File: src/rtl/tensor_issue_if.sv
// Handshake bundle between the tensor issue scheduler (master) and its
// requesters / PE group / writeback path (slave).
interface tensor_issue_if #(
  parameter int unsigned NUM_WARPS = 4,
  parameter int unsigned NUM_TILES = 2,
  parameter int unsigned NUM_STEPS = 4,
  parameter int unsigned XLEN      = 32
);
  localparam int unsigned WW = (NUM_WARPS > 1) ? $clog2(NUM_WARPS) : 1;
  localparam int unsigned TW = (NUM_TILES > 1) ? $clog2(NUM_TILES) : 1;
  localparam int unsigned SW = (NUM_STEPS > 1) ? $clog2(NUM_STEPS) : 1;
  localparam int unsigned RW = $clog2(XLEN);

  logic [NUM_WARPS-1:0]    req_valid;
  logic [NUM_WARPS*RW-1:0] req_rd;
  logic [NUM_WARPS-1:0]    req_ready;
  logic                    pe_valid;
  logic                    pe_ready;
  logic [WW-1:0]           pe_wid;
  logic [TW-1:0]           pe_tile;
  logic [SW-1:0]           pe_step;
  logic                    pe_first;
  logic                    pe_last;
  logic                    done_valid;
  logic                    done_ready;
  logic [WW-1:0]           done_wid;
  logic [RW-1:0]           done_rd;
  logic                    busy;

  modport master (
    input  req_valid, req_rd, pe_ready, done_ready,
    output req_ready, pe_valid, pe_wid, pe_tile, pe_step, pe_first, pe_last,
           done_valid, done_wid, done_rd, busy
  );

  modport slave (
    output req_valid, req_rd, pe_ready, done_ready,
    input  req_ready, pe_valid, pe_wid, pe_tile, pe_step, pe_first, pe_last,
           done_valid, done_wid, done_rd, busy
  );
endinterface

File: src/rtl/tensor_issue_ctrl.sv
// Round-robin warp scheduler that sequences one MMA op at a time through
// NUM_TILES x NUM_STEPS PE beats, drains the pipe, then reports completion.
module tensor_issue_ctrl #(
  parameter int unsigned NUM_WARPS    = 4,
  parameter int unsigned NUM_TILES    = 2,
  parameter int unsigned NUM_STEPS    = 4,
  parameter int unsigned PIPE_LATENCY = 3,
  parameter int unsigned XLEN         = 32
) (
  input  logic          clk,
  input  logic          reset,
  tensor_issue_if.master bus
);
  localparam int unsigned WW         = (NUM_WARPS > 1) ? $clog2(NUM_WARPS) : 1;
  localparam int unsigned TW         = (NUM_TILES > 1) ? $clog2(NUM_TILES) : 1;
  localparam int unsigned SW         = (NUM_STEPS > 1) ? $clog2(NUM_STEPS) : 1;
  localparam int unsigned RW         = $clog2(XLEN);
  localparam int unsigned DW         = (PIPE_LATENCY > 1) ? $clog2(PIPE_LATENCY) : 1;
  localparam int unsigned DRAIN_INIT = (PIPE_LATENCY > 0) ? PIPE_LATENCY - 1 : 0;

  typedef enum logic [1:0] {IDLE, ISSUE, DRAIN, RESP} state_t;

  state_t        state, state_n;
  logic [WW-1:0] rr_ptr, rr_ptr_n;
  logic [TW-1:0] tile, tile_n;
  logic [SW-1:0] step, step_n;
  logic [DW-1:0] drain_cnt, drain_cnt_n;
  logic [WW-1:0] wid, wid_n;
  logic [RW-1:0] rd, rd_n;

  logic [WW-1:0] grant;
  logic [WW-1:0] cand;
  logic          found;
  logic [RW-1:0] rd_arr [NUM_WARPS];

  // Unpack the flat per-warp destination register bus
  always_comb begin
    for (int w = 0; w < NUM_WARPS; w++) begin
      rd_arr[w] = bus.req_rd[w*RW +: RW];
    end
  end

  // First requesting warp at or after rr_ptr, wrapping
  always_comb begin
    found = 1'b0;
    grant = '0;
    cand  = '0;
    for (int i = 0; i < NUM_WARPS; i++) begin
      cand = WW'((int'(rr_ptr) + i) % NUM_WARPS);
      if (!found && bus.req_valid[cand]) begin
        found = 1'b1;
        grant = cand;
      end
    end
  end

  always_ff @(posedge clk) begin
    if (reset) begin
      state     <= IDLE;
      rr_ptr    <= '0;
      tile      <= '0;
      step      <= '0;
      drain_cnt <= '0;
      wid       <= '0;
      rd        <= '0;
    end else begin
      state     <= state_n;
      rr_ptr    <= rr_ptr_n;
      tile      <= tile_n;
      step      <= step_n;
      drain_cnt <= drain_cnt_n;
      wid       <= wid_n;
      rd        <= rd_n;
    end
  end

  always_comb begin
    state_n        = state;
    rr_ptr_n       = rr_ptr;
    tile_n         = tile;
    step_n         = step;
    drain_cnt_n    = drain_cnt;
    wid_n          = wid;
    rd_n           = rd;
    bus.req_ready  = '0;
    bus.pe_valid   = 1'b0;
    bus.pe_first   = 1'b0;
    bus.pe_last    = 1'b0;
    bus.done_valid = 1'b0;
    bus.pe_wid     = wid;
    bus.pe_tile    = tile;
    bus.pe_step    = step;
    bus.done_wid   = wid;
    bus.done_rd    = rd;
    bus.busy       = (state != IDLE);

    unique case (state)
      IDLE: begin
        // Grant is suppressed while reset is asserted so no handshake is lost
        if (found && !reset) begin
          bus.req_ready[grant] = 1'b1;
          wid_n    = grant;
          rd_n     = rd_arr[grant];
          rr_ptr_n = (grant == WW'(NUM_WARPS - 1)) ? '0 : grant + WW'(1);
          tile_n   = '0;
          step_n   = '0;
          state_n  = ISSUE;
        end
      end
      ISSUE: begin
        bus.pe_valid = 1'b1;
        bus.pe_first = (step == '0);
        bus.pe_last  = (step == SW'(NUM_STEPS - 1));
        if (bus.pe_ready) begin
          if (step == SW'(NUM_STEPS - 1)) begin
            step_n = '0;
            if (tile == TW'(NUM_TILES - 1)) begin
              tile_n = '0;
              if (PIPE_LATENCY > 0) begin
                drain_cnt_n = DW'(DRAIN_INIT);
                state_n     = DRAIN;
              end else begin
                state_n = RESP;
              end
            end else begin
              tile_n = tile + TW'(1);
            end
          end else begin
            step_n = step + SW'(1);
          end
        end
      end
      DRAIN: begin
        if (drain_cnt == '0) begin
          state_n = RESP;
        end else begin
          drain_cnt_n = drain_cnt - DW'(1);
        end
      end
      RESP: begin
        bus.done_valid = 1'b1;
        if (bus.done_ready) begin
          state_n = IDLE;
        end
      end
      default: state_n = IDLE;
    endcase
  end
endmodule
File: src/flat_wrapper.sv
// flat-port wrapper written by rule: the top's interface ports become plain ports
module tensor_issue_ctrl_flat 
#(
  parameter int unsigned NUM_WARPS    = 4,
  parameter int unsigned NUM_TILES    = 2,
  parameter int unsigned NUM_STEPS    = 4,
  parameter int unsigned PIPE_LATENCY = 3,
  parameter int unsigned XLEN         = 32
)
  (clk, reset, bus_req_valid, bus_req_rd, bus_pe_ready, bus_done_ready, bus_req_ready, bus_pe_valid, bus_pe_wid, bus_pe_tile, bus_pe_step, bus_pe_first, bus_pe_last, bus_done_valid, bus_done_wid, bus_done_rd, bus_busy);
  tensor_issue_if #(.NUM_WARPS(NUM_WARPS), .NUM_TILES(NUM_TILES), .NUM_STEPS(NUM_STEPS), .XLEN(XLEN)) bus_i ();
  input  logic clk;
  input  logic reset;
  input wire logic [$bits(bus_i.req_valid)-1:0] bus_req_valid;
  input wire logic [$bits(bus_i.req_rd)-1:0] bus_req_rd;
  input wire logic [$bits(bus_i.pe_ready)-1:0] bus_pe_ready;
  input wire logic [$bits(bus_i.done_ready)-1:0] bus_done_ready;
  output wire logic [$bits(bus_i.req_ready)-1:0] bus_req_ready;
  output wire logic [$bits(bus_i.pe_valid)-1:0] bus_pe_valid;
  output wire logic [$bits(bus_i.pe_wid)-1:0] bus_pe_wid;
  output wire logic [$bits(bus_i.pe_tile)-1:0] bus_pe_tile;
  output wire logic [$bits(bus_i.pe_step)-1:0] bus_pe_step;
  output wire logic [$bits(bus_i.pe_first)-1:0] bus_pe_first;
  output wire logic [$bits(bus_i.pe_last)-1:0] bus_pe_last;
  output wire logic [$bits(bus_i.done_valid)-1:0] bus_done_valid;
  output wire logic [$bits(bus_i.done_wid)-1:0] bus_done_wid;
  output wire logic [$bits(bus_i.done_rd)-1:0] bus_done_rd;
  output wire logic [$bits(bus_i.busy)-1:0] bus_busy;
  assign bus_i.req_valid = bus_req_valid;
  assign bus_i.req_rd = bus_req_rd;
  assign bus_i.pe_ready = bus_pe_ready;
  assign bus_i.done_ready = bus_done_ready;
  assign bus_req_ready = bus_i.req_ready;
  assign bus_pe_valid = bus_i.pe_valid;
  assign bus_pe_wid = bus_i.pe_wid;
  assign bus_pe_tile = bus_i.pe_tile;
  assign bus_pe_step = bus_i.pe_step;
  assign bus_pe_first = bus_i.pe_first;
  assign bus_pe_last = bus_i.pe_last;
  assign bus_done_valid = bus_i.done_valid;
  assign bus_done_wid = bus_i.done_wid;
  assign bus_done_rd = bus_i.done_rd;
  assign bus_busy = bus_i.busy;
  tensor_issue_ctrl #(.NUM_WARPS(NUM_WARPS), .NUM_TILES(NUM_TILES), .NUM_STEPS(NUM_STEPS), .PIPE_LATENCY(PIPE_LATENCY), .XLEN(XLEN)) u_core (.clk(clk), .reset(reset), .bus(bus_i));
endmodule
File: config.mk
export PLATFORM = sky130hd
export DESIGN_NAME = tensor_issue_ctrl_flat
export DESIGN_NICKNAME = d
export VERILOG_FILES = /design/src/rtl/tensor_issue_if.sv /design/src/rtl/tensor_issue_ctrl.sv /design/src/flat_wrapper.sv
export SDC_FILE = /design/constraint.sdc
export NUM_CORES = 1
export LEC_CHECK = 0
export BUFFER_PORTS_ARGS = -buffer_cell sky130_fd_sc_hd__buf_2
export CORE_UTILIZATION = 50
export DETAILED_ROUTE_END_ITERATION = 7
export PLACE_DENSITY_LB_ADDON = 0.05
export RECOVER_POWER = 25
export SYNTH_ARGS = -nofsm -noshare
export SYNTH_HDL_FRONTEND = slang
export SYNTH_SLANG_ARGS = --single-unit
File: constraint.sdc
create_clock -name clk -period 3.3 [get_ports clk]
set_clock_uncertainty 0.05 [all_clocks]
set_input_delay 0.66 -clock clk [delete_from_list [all_inputs] [get_ports clk]]
set_output_delay 0.66 -clock clk [all_outputs]
set_load 0.02 [all_outputs]
==> run metrics, run 1 <==
CTS tree=done; largest net degree at the start of global routing=19; post-layout util=0.6826; vias=1082; Hold Path Class=reg2reg; hold slack=0.4196 ns; Rows=16; Post-synth EDFFs=0; number of global-route vias before repair=974; Max Root-Sink Buffers=2; total CTS buffers=3; NumNets Final=221; first-pass GRT wire length=4.140 mm; max-cap violations=0; Setup CP Type=in2out; Die Y=49.72 µm; post-cts repair resize count=0; via/cell ratio=5.202; total power=1.089 mW; synth unique cells=37; Slew @ Worst Pin=0.5640 ns; root buf cell=clkbuf_4; Die W=49.72 µm; grt ovf=0; Post-CTS Setup Bufs=0; Routed WL=2.496 mm; gr usage total=0.2163; Port Buf Inserts=48; Core Area=2042 µm²; final-report setup violation count=0; flops & latches, synth=16; CP Capture Type=output pin; Worst Path Arrival=1.98 ns; critical path required time=2.59 ns; WL per Instance=12.00 µm; Peak VDD IR=528.3 µV; First-pass DRT Iterations=4; crit-path max FO=4; Post-Layout Cell Count=208; post-layout min period=2.695 ns; drt drc=0; number of failing hold endpoints at the final stage=0; top_reg_cell synth=dfxtp_1; RSZ-0062 raised after global routing=no; Clock Sinks=16; share of layout cells above drive strength 1=0.2486; ys async rst share=0; Max Freq=0.3711 GHz; initial antenna violation count=0; IO Count=49; initial cell density of the core=0.5576; Post-Syn Nets=173; fin. max-slew vios=0; cell total after placement=204; DR iter-0 viols=16; GP Congestion=0.8698; Ant. Diodes=0; H-tree depth=1; Reg clk slew, reported paths=0.09 ns; average instance area after synthesis=8.497 µm²; power per cell area=781.6 nW/µm²; Ys Warns=0; die footprint=2472 µm²; sequential element share of the synthesized area=0.2813; Final ANT Viol Nets=0; leakage dissipation=0.7051 nW; Rel. slew slack=0.6200; Clock Latency Late Sink=0.29 ns; final worst-path cycle share=0.8165; CP startpoint kind=input port; status=finished clean; Netlist Area Pre-Place=1139 µm²; Post-CTS Hold Fix Bufs=0; setup tns final=0 ns; hpwl dp=2.031 mm; P&R area growth vs syn=22.42%; Mapped Cells=134
[sequential cells by signal (all words and copies together), names as in the netlist]
register,flops
u_core.bus.done_rd,5
u_core.bus.done_wid,2
u_core.bus.pe_step,2
u_core.bus.pe_tile,1
u_core.drain_cnt,2
u_core.rr_ptr,2
u_core.state,2
[metal layers]
| metal | global-route usage | up-vias | wire length [µm] |
|---|---|---|---|
| met4 | 0.1000 | 0 | 51 |
| li1 | - | 564 | - |
| met5 | 0 | - | 0 |
| met1 | 0.2401 | 481 | 1073 |
| met2 | 0.3941 | 32 | 1238 |
| met3 | 0.03704 | 5 | 134 |
[synthesized netlist by cell type (2+ instances only)]
master	instances	area (µm²)
or2b_1	3	22.52
ha_1	11	137.6
a21oi_1	8	40.04
nand4_1	2	12.51
nand2b_1	5	31.28
nor2_1	9	33.78
a21o_1	2	15.01
mux2i_1	12	120.1
nand2_1	10	37.54
dfxtp_1	16	320.3
nand3b_1	5	37.54
nor2b_1	2	12.51
and2_1	6	37.54
inv_1	13	48.80
o221ai_1	5	43.79
o21ai_0	2	10.01
buf_4	2	15.01
clkbuf_1	2	7.510
[area by class of cell]
| cell class | instances | area [µm²] |
|---|---|---|
| repair buffers | 50 | 244.0 |
| well taps | 27 | 33.78 |
| multi-input cells | 98 | 710.7 |
| inverters | 13 | 48.80 |
| fillers | 195 | 648.1 |
| clock buffers | 4 | 36.28 |
| flip-flops and latches | 16 | 320.3 |
[critical path: stages]
cell and delay [ns]:
buf_2 0.12, or2b_1 0.16, a21o_1 0.11, or3b_1 0.41
inv_1 0.10, ha_1 0.15, and2_1 0.11, buf_2 0.15
[power breakdown]
part | internal [mW] | total [mW] | switching, mW
clock network | 0.0673 | 0.129 | 0.0614
logic | 0.252 | 0.648 | 0.396
registers | 0.262 | 0.312 | 0.0503
[cells by family (layout without fill, tap and decap cells)]
kind of cell,count (synthesis),count (layout),synth area share
multiplexers,12,12,0.1055
buffers and inverters,20,67,0.09450
flip-flops,16,16,0.2813
AND/OR/NAND/NOR,49,49,0.2396
adder cells (fa/ha/maj),11,11,0.1209
AO/OA/AOI/OAI,26,26,0.1583
[final timing paths]
path | from | end | slack (ns) | depth (start not counted)
max | bus_req_valid[0] | bus_req_ready[1] | 0.61 | 8
min | u_core.bus.done_wid[0]$_SDFFE_PP0P_ | u_core.bus.done_wid[0]$_SDFFE_PP0P_ | 0.42 | 2
max reg2reg | u_core.state[0]$_SDFFE_PP0P_ | u_core.state[0]$_SDFFE_PP0P_ | 1.47 | 6
min reg2reg | u_core.bus.done_wid[0]$_SDFFE_PP0P_ | u_core.bus.done_wid[0]$_SDFFE_PP0P_ | 0.42 | 2
[placed cells by master (no fill, tap or decap), types with 2 or more instances in the layout]
cell and count:
o221ai_1 5, nor2_1 9, nand2b_1 5, ha_1 11
dfxtp_1 16, nor2b_1 2, and2_1 6, a21oi_1 8
inv_1 13, a21o_1 2, mux2i_1 12, clkbuf_4 3
nand3b_1 5, buf_2 39, nand4_1 2, buf_4 2
or2b_1 3, o21ai_0 2, clkbuf_1 9, nand2_1 10
[through the flow]
stage | worst slack [ns] | cell area (µm²)
finish | 0.6055 | 1394
global route | 0.4578 | 1394
CTS | 0.5833 | 1405
detailed placement | 0.5869 | 1369
global placement | 0.6586 | 1369
floorplan | 0.6501 | 1139
Power figures use the tool's default switching activity.
==> run 2: changes to the inputs <==
--- a/config.mk
+++ b/config.mk
@@ -6,7 +6,7 @@
 export NUM_CORES = 1
 export LEC_CHECK = 0
 export BUFFER_PORTS_ARGS = -buffer_cell sky130_fd_sc_hd__buf_2
-export CORE_UTILIZATION = 50
+export CORE_UTILIZATION = 47
 export DETAILED_ROUTE_END_ITERATION = 7
 export PLACE_DENSITY_LB_ADDON = 0.05
 export RECOVER_POWER = 25
==> constraint.sdc (replaced) <==
create_clock -name clk -period 2.5 [get_ports clk]
set_clock_uncertainty 0.05 [all_clocks]
set_input_delay 0.5 -clock clk [delete_from_list [all_inputs] [get_ports clk]]
set_output_delay 0.5 -clock clk [all_outputs]
set_load 0.02 [all_outputs]
==> run 2 against run 1 <==
  * Flip-flop and latch count did not move
  * Utilization down 6.1 points
  * First-iteration DRC count shrank 63%
  * Wire length fell by 4.4%
  * Clock-buffer cell count unchanged
  * Die area is 6.1% higher
  * Clock power up 31%
  * Via count is 1.8% lower
  * Worst setup slack got worse by 0.46 ns
  * Critical endpoint is now bus_req_ready[3]
  * Highest routed layer unchanged
==> run metrics, run 2 (synthesis results as in run 1) <==
status=finished clean; final worst slack=0.1412 ns; CP startpoint=bus_req_valid[0]; Max Root-Sink Buffers=2; first-pass GRT wire length=3.898 mm; commonest cells after routing, fill and taps aside=buf_2, dfxtp_1, inv_1, mux2i_1, ha_1; Rows=17; post-layout util=0.6221; reg-to-reg endpoint=u_core.state[0]$_SDFFE_PP0P_; post-cts repair resize count=0; CP peak stage delay=0.41 ns; post-placement cell area=1370 µm²; Post-Layout Cell Count=209; DR iter-0 viols=6; Finished Cell Area=1403 µm²; drt drc=0; Setup CP Type=in2out; initial cell density of the core=0.5050; total CTS buffers=3; Rel. slew slack=0.6116; cell total after placement=205; Routed WL=2.386 mm; max-cap violations=0; Post-CTS Hold Fix Bufs=0; NumNets Final=221; Die Y=51.22 µm; hold slack=0.4288 ns; footprint of the multi-input gates=716.9 µm²; Worst Path Arrival=1.81 ns; hpwl dp=1.877 mm; leakage dissipation=0.7040 nW; via/cell ratio=5.081; vias=1062; Port Buf Inserts=48; power per cell area=1025 nW/µm²; crit-path max FO=4; largest net degree at the start of global routing=19; Top Family by Delay on Critical Path=simple AND/OR/NAND/NOR gates; First-pass DRT Iterations=4; Clock Sinks=16; Clock Latency Late Sink=0.29 ns; Fillers=238; Seq. cell area=321.6 µm²; share of layout cells above drive strength 1=0.2707; RSZ-0062 raised after global routing=no; die footprint=2623 µm²; GP Congestion=0.7296; number of global-route vias before repair=922; critical path required time=1.95 ns; H-tree depth=1; IO Count=49; CP max-delay cell=or3b_4; worst flop-to-flop path startpoint=u_core.state[0]$_SDFFE_PP0P_; Buf/Inv on CP=3; r2r setup slk=0.76 ns; critical path depth in cells=8; Register-to-Register Path Depth=6; WL per Instance=11.42 µm; crit-path cells=buf_2 -> or2b_1 -> a21o_1 -> or3b_4 -> inv_1 -> ha_1 -> and2_1 -> buf_2; setup tns final=0 ns; Reg clk slew, reported paths=0.09 ns; total power=1.438 mW; gr usage total=0.1974; P&R area growth vs syn=23.19%; number of failing hold endpoints at the final stage=0; post-layout min period=2.359 ns; Core Area=2255 µm²; CP startpoint kind=input port; Final ANT Viol Nets=0; Die W=51.22 µm; Largest register FFs=5; Top cell by count, worst path=buf_2; Hold Path Class=reg2reg; Ant. Diodes=0; Post-CTS Setup Bufs=0; root buf cell=clkbuf_4; final worst-path cycle share=0.9435; Max Freq=0.4239 GHz; fin. max-slew vios=0; Peak VDD IR=646.9 µV; final-report setup violation count=0; grt ovf=0; CTS tree=done; Post-Place Worst Slack=0.1054 ns; commonest non-fill, non-tap cell in the layout=buf_2; initial antenna violation count=0; Slew @ Worst Pin=0.5765 ns; CP Capture Type=output pin; CP endpoint=bus_req_ready[3]
run 2: power breakdown:
part | switching [mW] | internal, mW
sequential | 0.0679 | 0.348
combinational | 0.515 | 0.338
clock | 0.0807 | 0.0888
run 2: worst min path at each step:
stage | from | slack [ns] | cells after the start | to
6_report | u_core.bus.done_wid[0]$_SDFFE_PP0P_ | 0.43 | 2 | u_core.bus.done_wid[0]$_SDFFE_PP0P_
3_3_place_gp | u_core.bus.done_wid[0]$_SDFFE_PP0P_ | 0.40 | 2 | u_core.bus.done_wid[0]$_SDFFE_PP0P_
5_1_grt | u_core.bus.done_wid[0]$_SDFFE_PP0P_ | 0.47 | 2 | u_core.bus.done_wid[0]$_SDFFE_PP0P_
4_1_cts | u_core.bus.done_wid[0]$_SDFFE_PP0P_ | 0.43 | 2 | u_core.bus.done_wid[0]$_SDFFE_PP0P_
2_1_floorplan | u_core.drain_cnt[1]$_SDFFE_PP0P_ | 0.40 | 2 | u_core.drain_cnt[1]$_SDFFE_PP0P_
3_5_place_dp | u_core.bus.done_wid[0]$_SDFFE_PP0P_ | 0.41 | 2 | u_core.bus.done_wid[0]$_SDFFE_PP0P_
run 2: cell type report:
class,count,share of cell area
clock buffer,4,0.02587
inverter,13,0.03479
multi-input combinational,98,0.5111
sequential,16,0.2293
tap,28,0.02498
timing repair buffer,50,0.1740
run 2: worst register-to-register path: stages (launching register included):
cell       delay [ns]
dfxtp_1          0.37
inv_1            0.08
ha_1             0.27
o21ai_0          0.26
o2111ai_1        0.31
nor3_1           0.21
a211oi_1         0.07
run 2: per-layer routing:
metal  part of all wire  wire, µm  GRT usage  up-vias
met5                  0         0          0        -
met4             0.0071        17    0.05405        0
met3              0.074       177    0.05655        2
met2               0.45      1076     0.3487       40
met1               0.47      1115     0.2309      456
li1                   -         -          -      564
==> run 3: changes to the inputs <==
--- a/config.mk
+++ b/config.mk
@@ -5,11 +5,13 @@
 export SDC_FILE = /design/constraint.sdc
 export NUM_CORES = 1
 export LEC_CHECK = 0
+export ABC_AREA = 1
 export BUFFER_PORTS_ARGS = -buffer_cell sky130_fd_sc_hd__buf_2
-export CORE_UTILIZATION = 47
+export CORE_UTILIZATION = 50
 export DETAILED_ROUTE_END_ITERATION = 7
 export PLACE_DENSITY_LB_ADDON = 0.05
 export RECOVER_POWER = 25
+export SKIP_CTS_REPAIR_TIMING = 1
 export SYNTH_ARGS = -nofsm -noshare
 export SYNTH_HDL_FRONTEND = slang
 export SYNTH_SLANG_ARGS = --single-unit
==> run 3 against run 2 <==
  * The run now ends with negative setup slack left
  * Hold slack worse by 0.039 ns
  * Clock power up 4%
  * First-iteration DRC count grew to 8.7 times the previous value
  * Global-route usage rose by 1.2 points
  * Final area up 28%
  * Area after synthesis up 25%
  * Sequential power is 4% higher
  * Worst setup slack lost 0.21 ns
  * Final cell count is 51% higher
==> run metrics, run 3 <==
Post-Syn Nets=266; post-placement cell area=1708 µm²; Setup CP Type=reg2out; leading area contributor after synthesis=dfxtp_1; RSZ-0062 raised after global routing=yes; critical path required time=1.95 ns; share of layout cells above drive strength 1=0.3228; synth unique cells=27; leakage dissipation=1.003 nW; Hold Path Class=in2reg; Core Area=2567 µm²; Clock Sinks=16; first-pass GRT wire length=5.333 mm; Reg clk slew, reported paths=0.10 ns; initial cell density of the core=0.5526; CP Capture Type=output pin; Commonest cells post-synth=nand2_1, inv_1, nand3_1, nor2_1, dfxtp_1; CP startpoint kind=register; Ys Warns=0; final worst slack=-0.06878 ns; initial antenna violation count=0; grt ovf=0; total CTS buffers=3; commonest cells after routing, fill and taps aside=nand2_1, buf_2, inv_1; Clock Latency Late Sink=0.29 ns; power per cell area=1547 nW/µm²; number of failing hold endpoints at the final stage=0; First-pass DRT Iterations=4; Mapped Cells=227; Synth top area share=0.2257; Max Root-Sink Buffers=2; total power=2.785 mW; Post-Place Worst Slack=0.01302 ns; largest cells by area after synthesis=dfxtp_1, nand2_1, ha_1, nand3_1, inv_1; WL per Instance=10.28 µm; max-cap violations=0; Finished Cell Area=1800 µm²; die footprint=3055 µm²; Final ANT Viol Nets=0; Max Freq=0.3893 GHz; Port Buf Inserts=48; ys async rst share=0; commonest non-fill, non-tap cell in the layout=nand2_1; largest net degree at the start of global routing=13; average instance area after synthesis=6.250 µm²; Routed WL=3.237 mm; Post-Layout Cell Count=315; GP Congestion=0.9023; IO Count=49; post-layout min period=2.569 ns; final-report setup violation count=4; Worst Path Arrival=2.02 ns; gr usage total=0.2096; cell total after placement=308; count leader, synth=nand2_1; fin. max-slew vios=0; final worst-path cycle share=1.028; Post-synth EDFFs=0; Die Y=55.27 µm; hold slack=0.3898 ns; top_reg_cell synth=dfxtp_1; NumNets Final=325; number of global-route vias before repair=1346; drt drc=0; Ant. Diodes=0; flops & latches, synth=16; P&R area growth vs syn=26.90%; failing checks=negative setup slack; via/cell ratio=4.990; sequential element share of the synthesized area=0.2257; Die W=55.27 µm; Largest register FFs=5; H-tree depth=1; status=complete, but fails checks; Slew @ Worst Pin=0.2683 ns; CTS tree=done; Peak VDD IR=1200 µV; root buf cell=clkbuf_4; Rel. slew slack=0.8212; vias=1572; hpwl dp=2.499 mm; Rows=18; Netlist Area Pre-Place=1419 µm²; DR iter-0 viols=52; crit-path max FO=10
run 3: cell count changes after synthesis, moves of 6 or more:
cell,previous run,this run
and2_1,6,0
nor2_1,9,21
nand2_1,10,76
nand3_1,1,23
mux2i_1,12,0
nand2_2,0,11
inv_1,13,28
run 3: layout make-up:
cell class / count / area [µm²]
Inverter: 33 / 136.4
Sequential cell: 16 / 322.8
Tap cell: 30 / 37.54
Clock buffer: 4 / 36.28
Timing Repair Buffer: 60 / 331.6
Fill cell: 259 / 767.0
Multi-Input combinational cell: 172 / 935.9
run 3: worst max-delay path, stage by stage (launching register included):
cell	delay [ns]
dfxtp_2	0.35
buf_6	0.13
inv_8	0.05
nand2_2	0.07
nand2_4	0.06
nand2_2	0.07
nand2_2	0.07
nor2_4	0.18
nand3_2	0.09
nand3_2	0.09
nand2_4	0.08
inv_4	0.07
ha_2	0.16
inv_1	0.04
nor2_1	0.07
buf_4	0.14
run 3: cells by family after synthesis:
group,share of synthesized area
AOI/OAI and AO/OA,0.05997
and+or+nand+nor,0.4850
adders and majority gates,0.09700
DFF,0.2258
buffers and inverters,0.1323
run 3: worst paths after layout:
path | startpoint | to | slack [ns] | depth (start not counted)
setup reg to reg | u_core.rr_ptr[0]$_SDFFE_PP0P_ | u_core.bus.pe_step[1]$_SDFFE_PP0P_ | 0.51 | 15
setup / recovery | u_core.rr_ptr[0]$_SDFFE_PP0P_ | bus_req_ready[3] | -0.07 | 15
hold reg to reg | u_core.bus.done_rd[1]$_SDFFE_PP0P_ | u_core.bus.done_rd[1]$_SDFFE_PP0P_ | 0.43 | 2
hold / removal | reset | u_core.bus.pe_tile$_SDFFE_PP0P_ | 0.39 | 2
run 3: through the flow:
step                  util  setup TNS (ns)
floorplan                -               0
global placement    0.6652               0
detailed placement  0.6652               0
CTS                 0.6793         -0.4888
global route        0.7013         -0.7984
finish              0.7013         -0.2059
run 3: power by group:
part | total (mW) | switching [mW] | leakage [nW] | internal (mW)
registers | 0.432 | 0.0699 | 0.133 | 0.362
clock network | 0.176 | 0.0869 | 0.0210 | 0.0889
logic | 2.18 | 1.36 | 0.849 | 0.820
total | 2.79 | 1.51 | 1.00 | 1.27
run 3: per-layer routing:
metal	GRT usage	wire, µm	share of wire	vias to the layer above
li1	-	-	-	827
met4	0.05000	31	0.0096	0
met1	0.2645	1512	0.47	705
met3	0.05386	139	0.043	5
met2	0.3563	1552	0.48	35
met5	0	0	0	-
